==> config.mk <==
export PLATFORM = sky130hd
export DESIGN_NAME = load_store_unit
export DESIGN_NICKNAME = d
export VERILOG_FILES = /design/src/rtl/load_store_unit.sv
export SDC_FILE = /design/constraint.sdc
export NUM_CORES = 1
export LEC_CHECK = 0
export BUFFER_PORTS_ARGS = -buffer_cell sky130_fd_sc_hd__buf_2
export CAP_MARGIN = 20
export CORE_ASPECT_RATIO = 0.9
export CORE_MARGIN = 2
export CORE_UTILIZATION = 54
export CTS_CLUSTER_DIAMETER = 60
export DETAILED_ROUTE_END_ITERATION = 12
export PLACE_DENSITY_LB_ADDON = 0.15
export SLEW_MARGIN = 20
export SYNTH_ARGS = -nofsm -noshare
export SYNTH_HDL_FRONTEND = slang
export SYNTH_SLANG_ARGS = --single-unit
==> constraint.sdc <==
create_clock -name clk -period 4.85 [get_ports clk]
set_clock_uncertainty 0.1 [all_clocks]
set_input_delay 0.485 -clock clk [delete_from_list [all_inputs] [get_ports clk]]
set_output_delay 0.485 -clock clk [all_outputs]
set_load 0.01 [all_outputs]
==> src/rtl/load_store_unit.sv <==
// load_store_unit: RISC-V load/store unit between execute and a byte-lane
// data memory. It decodes funct3 into byte enables, lane-shifts store data,
// and aligns plus sign/zero-extends load data. One response per request.
//
// Optional feature macro: LSU_SPLIT_CROSSING_EN
//   defined   : word-crossing accesses are split over two memory cycles.
//   undefined : every word-crossing access returns an error response.
module load_store_unit #(
  parameter int ADDR_W = 10
) (
  input  logic              clk,
  input  logic              rst,
  input  logic              i_req_valid,
  output logic              o_req_ready,
  input  logic              i_req_we,
  input  logic [2:0]        i_req_funct3,
  input  logic [31:0]       i_req_addr,
  input  logic [31:0]       i_req_wdata,
  output logic              o_resp_valid,
  output logic [31:0]       o_resp_rdata,
  output logic              o_resp_err,
  output logic              o_mem_en,
  output logic              o_mem_we,
  output logic [3:0]        o_mem_be,
  output logic [ADDR_W-1:0] o_mem_addr,
  output logic [31:0]       o_mem_wdata,
  input  logic [31:0]       i_mem_rdata
);

  typedef enum logic [2:0] {
    S_IDLE,
    S_ACC0,
    S_ACC1,
    S_CAP,
    S_RESP,
    S_ERR_RESP
  } state_t;

  state_t r_state, w_state_nxt;

  // Registered outputs and their next values.
  logic              r_req_ready,  w_req_ready_nxt;
  logic              r_resp_valid, w_resp_valid_nxt;
  logic [31:0]       r_resp_rdata, w_resp_rdata_nxt;
  logic              r_resp_err,   w_resp_err_nxt;
  logic              r_mem_en,     w_mem_en_nxt;
  logic              r_mem_we,     w_mem_we_nxt;
  logic [3:0]        r_mem_be,     w_mem_be_nxt;
  logic [ADDR_W-1:0] r_mem_addr,   w_mem_addr_nxt;
  logic [31:0]       r_mem_wdata,  w_mem_wdata_nxt;

  // Request context captured at accept.
  logic              r_we;
  logic [1:0]        r_off;
  logic [1:0]        r_size_code;
  logic              r_unsigned;
  logic              r_cross;
  logic [ADDR_W-1:0] r_word1;
  logic [31:0]       r_wdata_hi;
  logic [3:0]        r_be_hi;
  logic [31:0]       r_rdata0;

  // Request decode, evaluated on the incoming request.
  logic              w_accept;
  logic              w_size_ok;
  logic [3:0]        w_mask;
  logic [2:0]        w_size;
  logic [1:0]        w_off;
  logic [2:0]        w_end;
  logic              w_cross;
  logic [ADDR_W-1:0] w_word0;
  logic              w_f3_err;
  logic              w_range_err;
  logic              w_cross_err;
  logic              w_err;
  logic [63:0]       w_st_wide;
  logic [7:0]        w_st_be;

  // Load alignment path.
  logic [31:0]       w_ld_lo;
  logic [31:0]       w_ld_hi;
  logic [31:0]       w_ld_sh;
  logic [31:0]       w_ld_data;

  assign w_accept = r_req_ready & i_req_valid;

  // Map funct3 width code to byte mask and access size.
  always_comb begin
    // NOTE: every combinational output gets a default first so no path can infer a latch.
    w_size_ok = 1'b1;
    w_mask    = 4'b0001;
    w_size    = 3'd1;
    case (i_req_funct3[1:0])
      2'b00:   begin w_mask = 4'b0001; w_size = 3'd1; end
      2'b01:   begin w_mask = 4'b0011; w_size = 3'd2; end
      2'b10:   begin w_mask = 4'b1111; w_size = 3'd4; end
      default: w_size_ok = 1'b0;
    endcase
  end

  // Bit 2 (unsigned) is only legal for LBU/LHU; stores never take it.
  assign w_f3_err    = ~w_size_ok | (i_req_funct3[2] & (i_req_we | i_req_funct3[1]));
  assign w_off       = i_req_addr[1:0];
  assign w_end       = {1'b0, w_off} + w_size;
  assign w_cross     = (w_end > 3'd4);
  assign w_word0     = i_req_addr[ADDR_W+1:2];
  assign w_range_err = |i_req_addr[31:ADDR_W+2];

`ifdef LSU_SPLIT_CROSSING_EN
  // The second word of a split would wrap past the top of memory.
  assign w_cross_err = w_cross & (&w_word0);
`else
  assign w_cross_err = w_cross;
`endif

  assign w_err     = w_f3_err | w_range_err | w_cross_err;
  assign w_st_wide = {32'd0, i_req_wdata} << {w_off, 3'b000};
  assign w_st_be   = {4'd0, w_mask} << w_off;

  // For a split load the first word was parked in r_rdata0 during ACC1 and the
  // second word is on the bus in CAP; otherwise the single word is on the bus.
  assign w_ld_lo = r_cross ? r_rdata0 : i_mem_rdata;
  assign w_ld_hi = r_cross ? i_mem_rdata : 32'd0;
  assign w_ld_sh = (w_ld_lo >> {r_off, 3'b000}) |
                   (w_ld_hi << (6'd32 - {1'b0, r_off, 3'b000}));

  // Keep the low 1/2/4 bytes and extend according to the unsigned bit.
  always_comb begin
    w_ld_data = w_ld_sh;
    case (r_size_code)
      2'b00:   w_ld_data = {{24{~r_unsigned & w_ld_sh[7]}},  w_ld_sh[7:0]};
      2'b01:   w_ld_data = {{16{~r_unsigned & w_ld_sh[15]}}, w_ld_sh[15:0]};
      default: w_ld_data = w_ld_sh;
    endcase
  end

  // Next state and next registered outputs.
  always_comb begin
    w_state_nxt      = r_state;
    w_req_ready_nxt  = 1'b0;
    w_resp_valid_nxt = 1'b0;
    w_resp_rdata_nxt = 32'd0;
    w_resp_err_nxt   = 1'b0;
    w_mem_en_nxt     = 1'b0;
    w_mem_we_nxt     = 1'b0;
    w_mem_be_nxt     = 4'd0;
    w_mem_addr_nxt   = '0;
    w_mem_wdata_nxt  = 32'd0;
    case (r_state)
      S_IDLE: begin
        if (w_accept && w_err) begin
          w_state_nxt      = S_ERR_RESP;
          w_resp_valid_nxt = 1'b1;
          w_resp_err_nxt   = 1'b1;
        end else if (w_accept) begin
          w_state_nxt     = S_ACC0;
          w_mem_en_nxt    = 1'b1;
          w_mem_we_nxt    = i_req_we;
          w_mem_be_nxt    = i_req_we ? w_st_be[3:0] : 4'd0;
          w_mem_addr_nxt  = w_word0;
          w_mem_wdata_nxt = i_req_we ? w_st_wide[31:0] : 32'd0;
        end else begin
          w_req_ready_nxt = 1'b1;
        end
      end
      S_ACC0: begin
        if (r_cross) begin
          w_state_nxt     = S_ACC1;
          w_mem_en_nxt    = 1'b1;
          w_mem_we_nxt    = r_we;
          w_mem_be_nxt    = r_we ? r_be_hi : 4'd0;
          w_mem_addr_nxt  = r_word1;
          w_mem_wdata_nxt = r_we ? r_wdata_hi : 32'd0;
        end else if (r_we) begin
          w_state_nxt      = S_RESP;
          w_resp_valid_nxt = 1'b1;
        end else begin
          w_state_nxt = S_CAP;
        end
      end
      S_ACC1: begin
        if (r_we) begin
          w_state_nxt      = S_RESP;
          w_resp_valid_nxt = 1'b1;
        end else begin
          w_state_nxt = S_CAP;
        end
      end
      S_CAP: begin
        w_state_nxt      = S_RESP;
        w_resp_valid_nxt = 1'b1;
        w_resp_rdata_nxt = w_ld_data;
      end
      S_RESP, S_ERR_RESP: begin
        w_state_nxt     = S_IDLE;
        w_req_ready_nxt = 1'b1;
      end
      default: begin
        w_state_nxt = S_IDLE;
      end
    endcase
  end

  // State register and registered outputs; reset aborts any request in flight.
  always_ff @(posedge clk) begin
    // NOTE: sequential state uses non-blocking assignment so every register samples pre-edge values.
    if (rst) begin
      r_state      <= S_IDLE;
      r_req_ready  <= 1'b0;
      r_resp_valid <= 1'b0;
      r_resp_rdata <= 32'd0;
      r_resp_err   <= 1'b0;
      r_mem_en     <= 1'b0;
      r_mem_we     <= 1'b0;
      r_mem_be     <= 4'd0;
      r_mem_addr   <= '0;
      r_mem_wdata  <= 32'd0;
    end else begin
      r_state      <= w_state_nxt;
      r_req_ready  <= w_req_ready_nxt;
      r_resp_valid <= w_resp_valid_nxt;
      r_resp_rdata <= w_resp_rdata_nxt;
      r_resp_err   <= w_resp_err_nxt;
      r_mem_en     <= w_mem_en_nxt;
      r_mem_we     <= w_mem_we_nxt;
      r_mem_be     <= w_mem_be_nxt;
      r_mem_addr   <= w_mem_addr_nxt;
      r_mem_wdata  <= w_mem_wdata_nxt;
    end
  end

  // Request context and first read word; only meaningful while a request is in flight.
  always_ff @(posedge clk) begin
    // NOTE: datapath registers carry no reset; they are always loaded before the FSM reads them.
    if (w_accept) begin
      r_we        <= i_req_we;
      r_off       <= w_off;
      r_size_code <= i_req_funct3[1:0];
      r_unsigned  <= i_req_funct3[2];
      r_cross     <= w_cross;
      r_word1     <= w_word0 + {{(ADDR_W-1){1'b0}}, 1'b1};
      r_wdata_hi  <= w_st_wide[63:32];
      r_be_hi     <= w_st_be[7:4];
    end
    if (r_state == S_ACC1) begin
      r_rdata0 <= i_mem_rdata;
    end
  end

  assign o_req_ready  = r_req_ready;
  assign o_resp_valid = r_resp_valid;
  assign o_resp_rdata = r_resp_rdata;
  assign o_resp_err   = r_resp_err;
  assign o_mem_en     = r_mem_en;
  assign o_mem_we     = r_mem_we;
  assign o_mem_be     = r_mem_be;
  assign o_mem_addr   = r_mem_addr;
  assign o_mem_wdata  = r_mem_wdata;

endmodule

; Word-level counts from Yosys, hierarchy flattened
; Index checks and enable logic that the tools add are counted.
[classes]
add_sub_neg = 3
n_lt_le_gt_ge = 1
n_eq_ne = 9
n_shift = 4
n_mux = 42
n_bitwise = 13
reduce_logical = 9
[ops]
columns = cell, n
row1 = 32-bit 2-to-1 mux, 7
row2 = 32-bit case mux with 2 select lines, 2
row3 = 32-bit by 5-bit left shift with 64-bit output, 1
row4 = 32-bit bitwise OR, 1
row5 = 32-bit by 6-bit left shift with 32-bit output, 1
row6 = 32-bit by 5-bit right shift with 32-bit output, 1
row7 = 10-bit 2-to-1 mux, 3
row8 = 4-bit 2-to-1 mux, 5
row9 = 10-bit case mux with 2 select lines, 1
row10 = 20-bit OR reduction, 1
row11 = 4-bit case mux with 2 select lines, 2
row12 = 1-bit 2-to-1 mux, 12
row13 = 3-bit 2-to-1 mux, 4
row14 = 3-bit case mux with 4 select lines, 1
row15 = 10-bit by 1-bit adder with 10-bit output (second input constant), 1
row16 = 4-bit by 2-bit left shift with 8-bit output, 1
row17 = 3-bit by 2-bit == test with 1-bit output (second input constant), 2
row18 = 3-bit == test (second input constant), 2
row19 = 1-bit case mux with 2 select lines, 3
row20 = 3-bit case mux with 2 select lines, 1
row21 = 2-bit OR reduction, 3
row22 = 6-bit by 5-bit subtractor with 6-bit output (first input constant), 1
row23 = 1-bit bitwise AND, 4
row24 = 2-bit by 1-bit == test with 1-bit output (second input constant), 2
row25 = other kinds (12), 19
[totals]
regBits = 171
word_cells = 100

; Logic depth before layout (Yosys ltp)
; Gate-level depths: netlist of run 1.
[logic_depth]
ltp_word = 10
depth_mapped = 12
mapped_depth_nobuf = 10

; Worst setup path before layout of run 1
; Ideal clock, no wire load.
[synth_path]
path_type = register to register
start = register r_state[1]
end = register r_rdata0[0], enable pin
setup_ns = 0.468
t_arrival_ns = 3.009
required_time_ns = 4.282
setup_slack_ns = 1.273
stages_incl_launch_ff = 3
period_less_slack_ns = 3.577
cell_sequence = dfxtp_1 > clkbuf_1 > nor3b_1
[synth_via]
elab_chain_cells = 1
[synth_rtl]
columns = item, line
row1 = "start, declared", 39  ; state_t r_state, w_state_nxt;
row2 = "start signal, assigned", 219  ; r_state <= w_state_nxt;
row3 = 3-bit by 2-bit == test with 1-bit output, 245  ; if (r_state == S_ACC1) begin
row4 = "end signal, assigned", 246  ; r_rdata0 <= i_mem_rdata;
row5 = "end, declared", 61  ; logic [31:0] r_rdata0;
; Every way passes these cells.
; A chain may end at the register's enable or synchronous reset.

; Worst setup path in the final report of run 1
[layout_path]
start = register r_off[1]
end = register r_resp_rdata[28] (netlist: o_resp_rdata[28])
[layout_via]
elab_chain_cells = 5
[layout_rtl]
columns = item, line
row1 = "start, declared", 54  ; logic [1:0] r_off;
row2 = "start signal, assigned", 237  ; r_off <= w_off;
row3 = 6-bit by 5-bit subtractor with 6-bit output, 125  ; (w_ld_hi << (6'd32 - {1'b0, r_off, 3'b000}));
row4 = 32-bit by 6-bit left shift with 32-bit output, 125
row5 = 32-bit bitwise OR (*), 124  ; assign w_ld_sh = (w_ld_lo >> {r_off, 3'b000}) |
row6 = 1-bit bitwise AND (on tied branches), "132, 131"
row7 = 32-bit case mux with 2 select lines (*), 130  ; case (r_size_code)
row8 = "end signal, assigned", 222  ; r_resp_rdata <= w_resp_rdata_nxt;
row9 = "end, declared", 44  ; logic [31:0] r_resp_rdata, w_resp_rdata_nxt;
; Mark *: on every way between the ends. The rest lies on a longest branch, timed or not.

==> results of run 1 <==
cell type report:
cell class,count,share of cell area (%)
sequential,162,43.8
multi-input combinational,449,35.8
timing repair buffer,193,10.8
clock buffer,21,4.93
tap,168,2.30
clock inverter,11,1.78
inverter,14,0.575
routing by layer:
metal / part of all wire (%) / vias to the layer above / routed length (um) / track usage (%)
li1: - / 2827 / - / -
met1: 41 / 2929 / 7940 / 35.3
met2: 47 / 353 / 9180 / 41.3
met3: 9.4 / 36 / 1820 / 6.69
met4: 2.1 / 0 / 404 / 10.1
met5: 0 / - / 0 / 0
sequential cells by signal, indices dropped and copies added (netlist names), 2 cells and up:
name and cells:
o_mem_wdata 32, o_resp_rdata 32, r_rdata0 32, r_wdata_hi 24
o_mem_addr 10, r_word1 10, o_mem_be 4, r_be_hi 3
r_state 3, r_off 2, r_size_code 2
final timing paths:
path / startpoint / to / slack (ns)
worst max register to register: r_off[1] / o_resp_rdata[28] / 1.09
worst min register to register: r_wdata_hi[9] / o_mem_wdata[9] / 0.34
worst max-delay path: r_off[1] / o_resp_rdata[28] / 1.09
worst min-delay path: i_req_funct3[2] / r_unsigned / 0.18
stage by stage:
stage / instance area, um2 / hold WS (ns)
2_1_floorplan: 7510 / 0.318
3_3_place_gp: 8520 / 0.321
3_5_place_dp: 8520 / 0.330
4_1_cts: 9140 / 0.169
5_1_grt: 9140 / 0.173
6_report: 9140 / 0.178
cell usage in the layout, fill, tap and decap left out, drive strengths merged, types with 6 or more instances in the layout:
master  count
nand2      70
nor3        9
inv        13
a221oi      7
xnor2       8
and2       13
edfxtp     76
a21oi      29
dfxtp      86
clkinv      6
a22oi       7
nor4        6
a22o       17
mux4       23
ha          7
a31oi      15
nor2       42
clkbuf     21
mux2       10
nand3      21
a211oi     12
and3       13
mux2i      49
o21ai      63
buf       193
power by group:
part           total [mW]  leakage (nW)  switching (mW)  internal, mW
sequential           1.52          1.40          0.0303          1.49
combinational       0.387          2.17           0.225         0.161
clock                1.38         0.294           0.514         0.871
total                3.29          3.86           0.769          2.52
cell families after synthesis:
group                      share of synthesized area, %
AOI/OAI and AO/OA                                  13.5
DFF                                                53.3
buffers and inverters                              3.17
xor gates and xnor gates                           1.17
and+or+nand+nor                                    12.4
adders and majority gates                          1.43
muxes                                              15.0
==> impl_metrics.env, run 1 <==
export IMPL_synthDistinctLibCells=57
export IMPL_post_route_util_pct=67.9
export IMPL_hold_viol_final=0
export IMPL_powerDensity_nw_per_um2=360
export IMPL_cpMaxStageDelayCell="edfxtp_1"
export IMPL_synth_edff_count=76
export IMPL_synth_main_ff_cell="dfxtp_1"
export IMPL_grt_pass1_vias=5923
export IMPL_gp_congestion=0.859
export IMPL_die_area_um2=14900
export IMPL_postCtsHoldBufs=0
export IMPL_worst_slew_pin_slew_ns=1.15
export IMPL_setup_slack_ns=1.09
export IMPL_cts_tree="built"
export IMPL_yosysWarnings=0
export IMPL_grt_antenna_before_repair=0
export IMPL_total_power_mw=3.29
export IMPL_num_io_pins=186
export IMPL_fillers=985
export IMPL_worstPathArrival_ns=4.00
export IMPL_worstHoldPathType="in -> reg"
export IMPL_required_ns=5.09
export IMPL_setup_viol_count_final=0
export IMPL_layout_min_cycle_time_ns=3.76
export IMPL_end_kind="flop"
export IMPL_syn2layout_area_growth_pct=21.8
export IMPL_cp_max_fo=34
export IMPL_post_drt_wl_per_cell_um=19.0
export IMPL_cap_violations=0
export IMPL_ff2ff_path_depth=8
export IMPL_grt_pass1_wl_um=30100
export IMPL_critPathBufInv=2
export IMPL_diodes=0
export IMPL_fp_dieH_um=116
export IMPL_clkSinkCount=162
export IMPL_drt_iter0_drc=561
export IMPL_layoutNonFillerInstCount=1018
export IMPL_setup_tns_ns=0
export IMPL_critPathLaunchType="flop"
export IMPL_num_rows=40
export IMPL_status="completed"
export IMPL_drive_gt1_share_pct=32.1
export IMPL_yosys_area_top_type="edfxtp_1"
export IMPL_rsz0062_at_grt="no"
export IMPL_wirelength_um=19400
export IMPL_dp_cells=986
export IMPL_synthCells=668
export IMPL_ys_seq_area_share_pct=53.3
export IMPL_grt_usage_pct=26.3
export IMPL_cts_buffer_depth=2
export IMPL_drc_errors=0
export IMPL_grt_max_degree=68
export IMPL_regArea_um2=4000
export IMPL_ys_ff_latch=162
export IMPL_path_cells="inv_2 > ha_1 > or3b_1 > o32a_1 > a2111oi_4 > a211oi_2 > buf_4 > a21oi_1"
export IMPL_relSlewSlack_pct=22.2
export IMPL_clk_latency_ns=0.42
export IMPL_io_buffers=185
export IMPL_cts_clk_slew_worst_paths_ns=0.06
export IMPL_core_region_area_um2=13500
export IMPL_p_leak_nw=3.86
export IMPL_multiInputGateArea_um2=3270
export IMPL_vias_per_cell=6.04
export IMPL_syn_area_um2=7510
export IMPL_ir_worst_vdd_v=0.000257
export IMPL_yosysMostFrequentCell="dfxtp_1"
export IMPL_fin_crit_sh_pct=77.5
export IMPL_crit_type="reg -> reg"
export IMPL_ant_nets=0
export IMPL_die_width_um=128
export IMPL_synthTopCellsByCount="86 x dfxtp_1, 76 x edfxtp_1, 70 x nand2_1"
export IMPL_crit_family="compound AO/OA/AOI/OAI gates"
export IMPL_synth_async_reset_ratio_pct=0
export IMPL_cts_repair_resized=0
export IMPL_synth_nets=779
export IMPL_fmax_ghz=0.266
export IMPL_synth_avg_cell_area_um2=11.2
export IMPL_nets=948
export IMPL_overflow=0
export IMPL_initial_core_util_pct=55.8
export IMPL_post_cts_buffers=0
export IMPL_first_pass_iters=6
export IMPL_via_count=6145
export IMPL_dp_hpwl_um=13200
export IMPL_slowest_delay_ns=0.79
export IMPL_clockRootBuffer="clkbuf_16"
export IMPL_cts_made_buffers=17
export IMPL_cts_max_level=4
export IMPL_synth_area_leaders="edfxtp_1 30%, dfxtp_1 23%, mux4_2 6.6%, mux2i_1 6.5%, o21ai_0 4.0%"
export IMPL_path_depth=8
export IMPL_synth_top_cell_area_share_pct=30.4
export IMPL_slew_violations=0
export IMPL_pre_cts_slack_ns=1.17
export IMPL_hold_path_depth=1
Note: power is estimated with default switching activity, not from simulation.
==> run 2, diff against run 1 <==
--- a/config.mk
+++ b/config.mk
@@ -5,11 +5,12 @@
 export SDC_FILE = /design/constraint.sdc
 export NUM_CORES = 1
 export LEC_CHECK = 0
+export ABC_AREA = 1
 export BUFFER_PORTS_ARGS = -buffer_cell sky130_fd_sc_hd__buf_2
 export CAP_MARGIN = 20
 export CORE_ASPECT_RATIO = 0.9
 export CORE_MARGIN = 2
-export CORE_UTILIZATION = 54
+export CORE_UTILIZATION = 55
 export CTS_CLUSTER_DIAMETER = 60
 export DETAILED_ROUTE_END_ITERATION = 12
 export PLACE_DENSITY_LB_ADDON = 0.15
==> constraint.sdc (replaced) <==
create_clock -name clk -period 3.6 [get_ports clk]
set_clock_uncertainty 0.1 [all_clocks]
set_input_delay 0.36 -clock clk [delete_from_list [all_inputs] [get_ports clk]]
set_output_delay 0.36 -clock clk [all_outputs]
set_load 0.01 [all_outputs]
==> run 2 against run 1 <==
Effect of this change:
- global-route usage grew 2.7 points
- worst setup slack lost 0.34 ns
- synthesized cell count grew 63%
==> impl_metrics.env, run 2 <==
export IMPL_end_kind="flop"
export IMPL_initial_core_util_pct=56.0
export IMPL_hold_path_depth=1
export IMPL_final_common_cell="nand2_1"
export IMPL_yosysMostFrequentCell="nand2_1"
export IMPL_critPathBufInv=3
export IMPL_io_buffers=185
export IMPL_core_region_area_um2=14700
export IMPL_synth_top_cell_area_share_pct=27.8
export IMPL_clk_latency_ns=0.43
export IMPL_synth_avg_cell_area_um2=7.55
export IMPL_via_count=7928
export IMPL_dp_cells=1419
export IMPL_rsz0062_at_grt="no"
export IMPL_post_cts_buffers=0
export IMPL_synthDistinctLibCells=36
export IMPL_drt_iter0_drc=786
export IMPL_cts_clk_slew_worst_paths_ns=0.07
export IMPL_grt_pass1_vias=7240
export IMPL_die_area_um2=15900
export IMPL_post_route_util_pct=67.0
export IMPL_ys_seq_area_share_pct=48.7
export IMPL_yosysWarnings=0
export IMPL_dp_hpwl_um=15900
export IMPL_cts_made_buffers=17
export IMPL_wirelength_um=23200
export IMPL_crit_family="simple AND/OR/NAND/NOR gates"
export IMPL_ant_nets=0
export IMPL_wl_met1_um=9630
export IMPL_syn_area_um2=8210
export IMPL_yosys_area_top_type="edfxtp_1"
export IMPL_cts_tree="built"
export IMPL_regArea_um2=4000
export IMPL_vias_per_cell=5.46
export IMPL_gp_congestion=0.898
export IMPL_critPathLaunchType="flop"
export IMPL_drc_errors=0
export IMPL_cpMaxStageDelayCell="edfxtp_1"
export IMPL_ys_ff_latch=162
export IMPL_synthCells=1088
export IMPL_multiInputGateArea_um2=3560
export IMPL_hold_viol_final=0
export IMPL_path_cells="inv_1 > ha_1 > buf_4 > nor2_2 > nand3_1 > nand3_1 > nand2_1 > nand3_1 > nand2_1 > inv_1"
export IMPL_worstHoldPathType="in -> reg"
export IMPL_synth_async_reset_ratio_pct=0
export IMPL_grt_pass1_wl_um=36400
export IMPL_overflow=0
export IMPL_clockRootBuffer="clkbuf_16"
export IMPL_fin_crit_sh_pct=79.2
export IMPL_layout_min_cycle_time_ns=2.85
export IMPL_layout_common_cells="369 x nand2_1, 185 x buf_2, 102 x nand3_1"
export IMPL_diodes=0
export IMPL_crit_type="reg -> reg"
export IMPL_relSlewSlack_pct=37.9
export IMPL_powerDensity_nw_per_um2=491
export IMPL_path_depth=10
export IMPL_holdWs_ns=0.0330
export IMPL_worstPathArrival_ns=3.07
export IMPL_fmax_ghz=0.351
export IMPL_cts_repair_resized=0
export IMPL_nets=1351
export IMPL_die_width_um=133
export IMPL_p_leak_nw=4.76
export IMPL_synth_area_leaders="edfxtp_1 28%, dfxtp_1 21%, nand2_1 17%, nand3_1 6.2%, inv_1 3.7%"
export IMPL_worst_slew_pin_slew_ns=0.928
export IMPL_setup_tns_ns=0
export IMPL_status="completed"
export IMPL_clkSinkCount=162
export IMPL_cts_buffer_depth=2
export IMPL_drive_gt1_share_pct=21.0
export IMPL_cts_max_level=4
export IMPL_synth_main_ff_cell="dfxtp_1"
export IMPL_slowest_delay_ns=0.82
export IMPL_highest_layer="met4"
export IMPL_syn2layout_area_growth_pct=19.6
export IMPL_fillers=1297
export IMPL_cp_common_cell="nand3_1"
export IMPL_ff2ff_path_depth=10
export IMPL_grt_max_degree=63
export IMPL_synthTopCellsByCount="369 x nand2_1, 102 x nand3_1, 86 x dfxtp_1"
export IMPL_grt_antenna_before_repair=1
export IMPL_synth_nets=1199
export IMPL_postCtsHoldBufs=0
export IMPL_num_rows=42
export IMPL_grt_usage_pct=29.0
export IMPL_ir_worst_vdd_v=0.000352
export IMPL_num_io_pins=186
export IMPL_dr_wl_met3_um=2030
export IMPL_cp_max_fo=24
export IMPL_post_drt_wl_per_cell_um=16.0
export IMPL_total_power_mw=4.83
export IMPL_met2_length_um=10800
export IMPL_fp_dieH_um=120
export IMPL_synth_edff_count=76
export IMPL_cap_violations=0
export IMPL_slew_violations=0
export IMPL_required_ns=3.82
export IMPL_first_pass_iters=6
export IMPL_setup_viol_count_final=0
export IMPL_layoutNonFillerInstCount=1451
[run 2: kinds of logic after synthesis]
logic type      count (synthesis)  synth area share (%)
fa+ha+maj                       8                  1.31
simple gates                  610                  31.6
xor+xnor                        8                 0.853
mux                             1                 0.122
buf+inv                       157                  7.98
compound gates                142                  9.40
flops                         162                  48.7
[run 2: worst reg2reg max path, stage by stage, from the launching register on]
cell and delay (ns):
edfxtp_1 0.82, inv_1 0.14, ha_1 0.31, buf_4 0.23, nor2_2 0.08, nand3_1 0.11, nand3_1 0.11, nand2_1 0.55
nand3_1 0.14, nand2_1 0.09, inv_1 0.06
[run 2: per-stage QoR]
stage | setup slack [ns] | cell area (um2)
2_1_floorplan | 1.03 | 8210
3_3_place_gp | 0.662 | 9190
3_5_place_dp | 0.500 | 9190
4_1_cts | 0.799 | 9820
5_1_grt | 0.487 | 9820
6_report | 0.750 | 9820
[run 2: per-layer routing]
layer | GRT usage, % | vias to the layer above
met5 | 0 | -
met3 | 6.34 | 53
met4 | 11.0 | 0
met2 | 46.6 | 388
met1 | 38.5 | 3615
li1 | - | 3872
[run 2: final timing paths]
check | start | to | slack (ns)
hold reg to reg | r_wdata_hi[4] | o_mem_wdata[4] | 0.35
hold / removal | i_mem_rdata[17] | r_rdata0[17] | 0.03
setup / recovery | r_off[1] | o_resp_rdata[27] | 0.75
setup reg to reg | r_off[1] | o_resp_rdata[27] | 0.75
[run 2: final cells by class]
class / instances / area share [%]
Tap cell: 198 / 2.52
Inverter: 89 / 3.40
Clock inverter: 13 / 1.74
Clock buffer: 19 / 4.72
Timing Repair Buffer: 201 / 10.6
Multi-Input combinational cell: 769 / 36.2
Sequential cell: 162 / 40.8
[run 2: report_power, final]
group	internal, mW	total (mW)	switching [mW]
logic	0.254	0.828	0.574
registers	2.03	2.08	0.0462
clock network	1.16	1.92	0.761
total	3.45	4.83	1.38
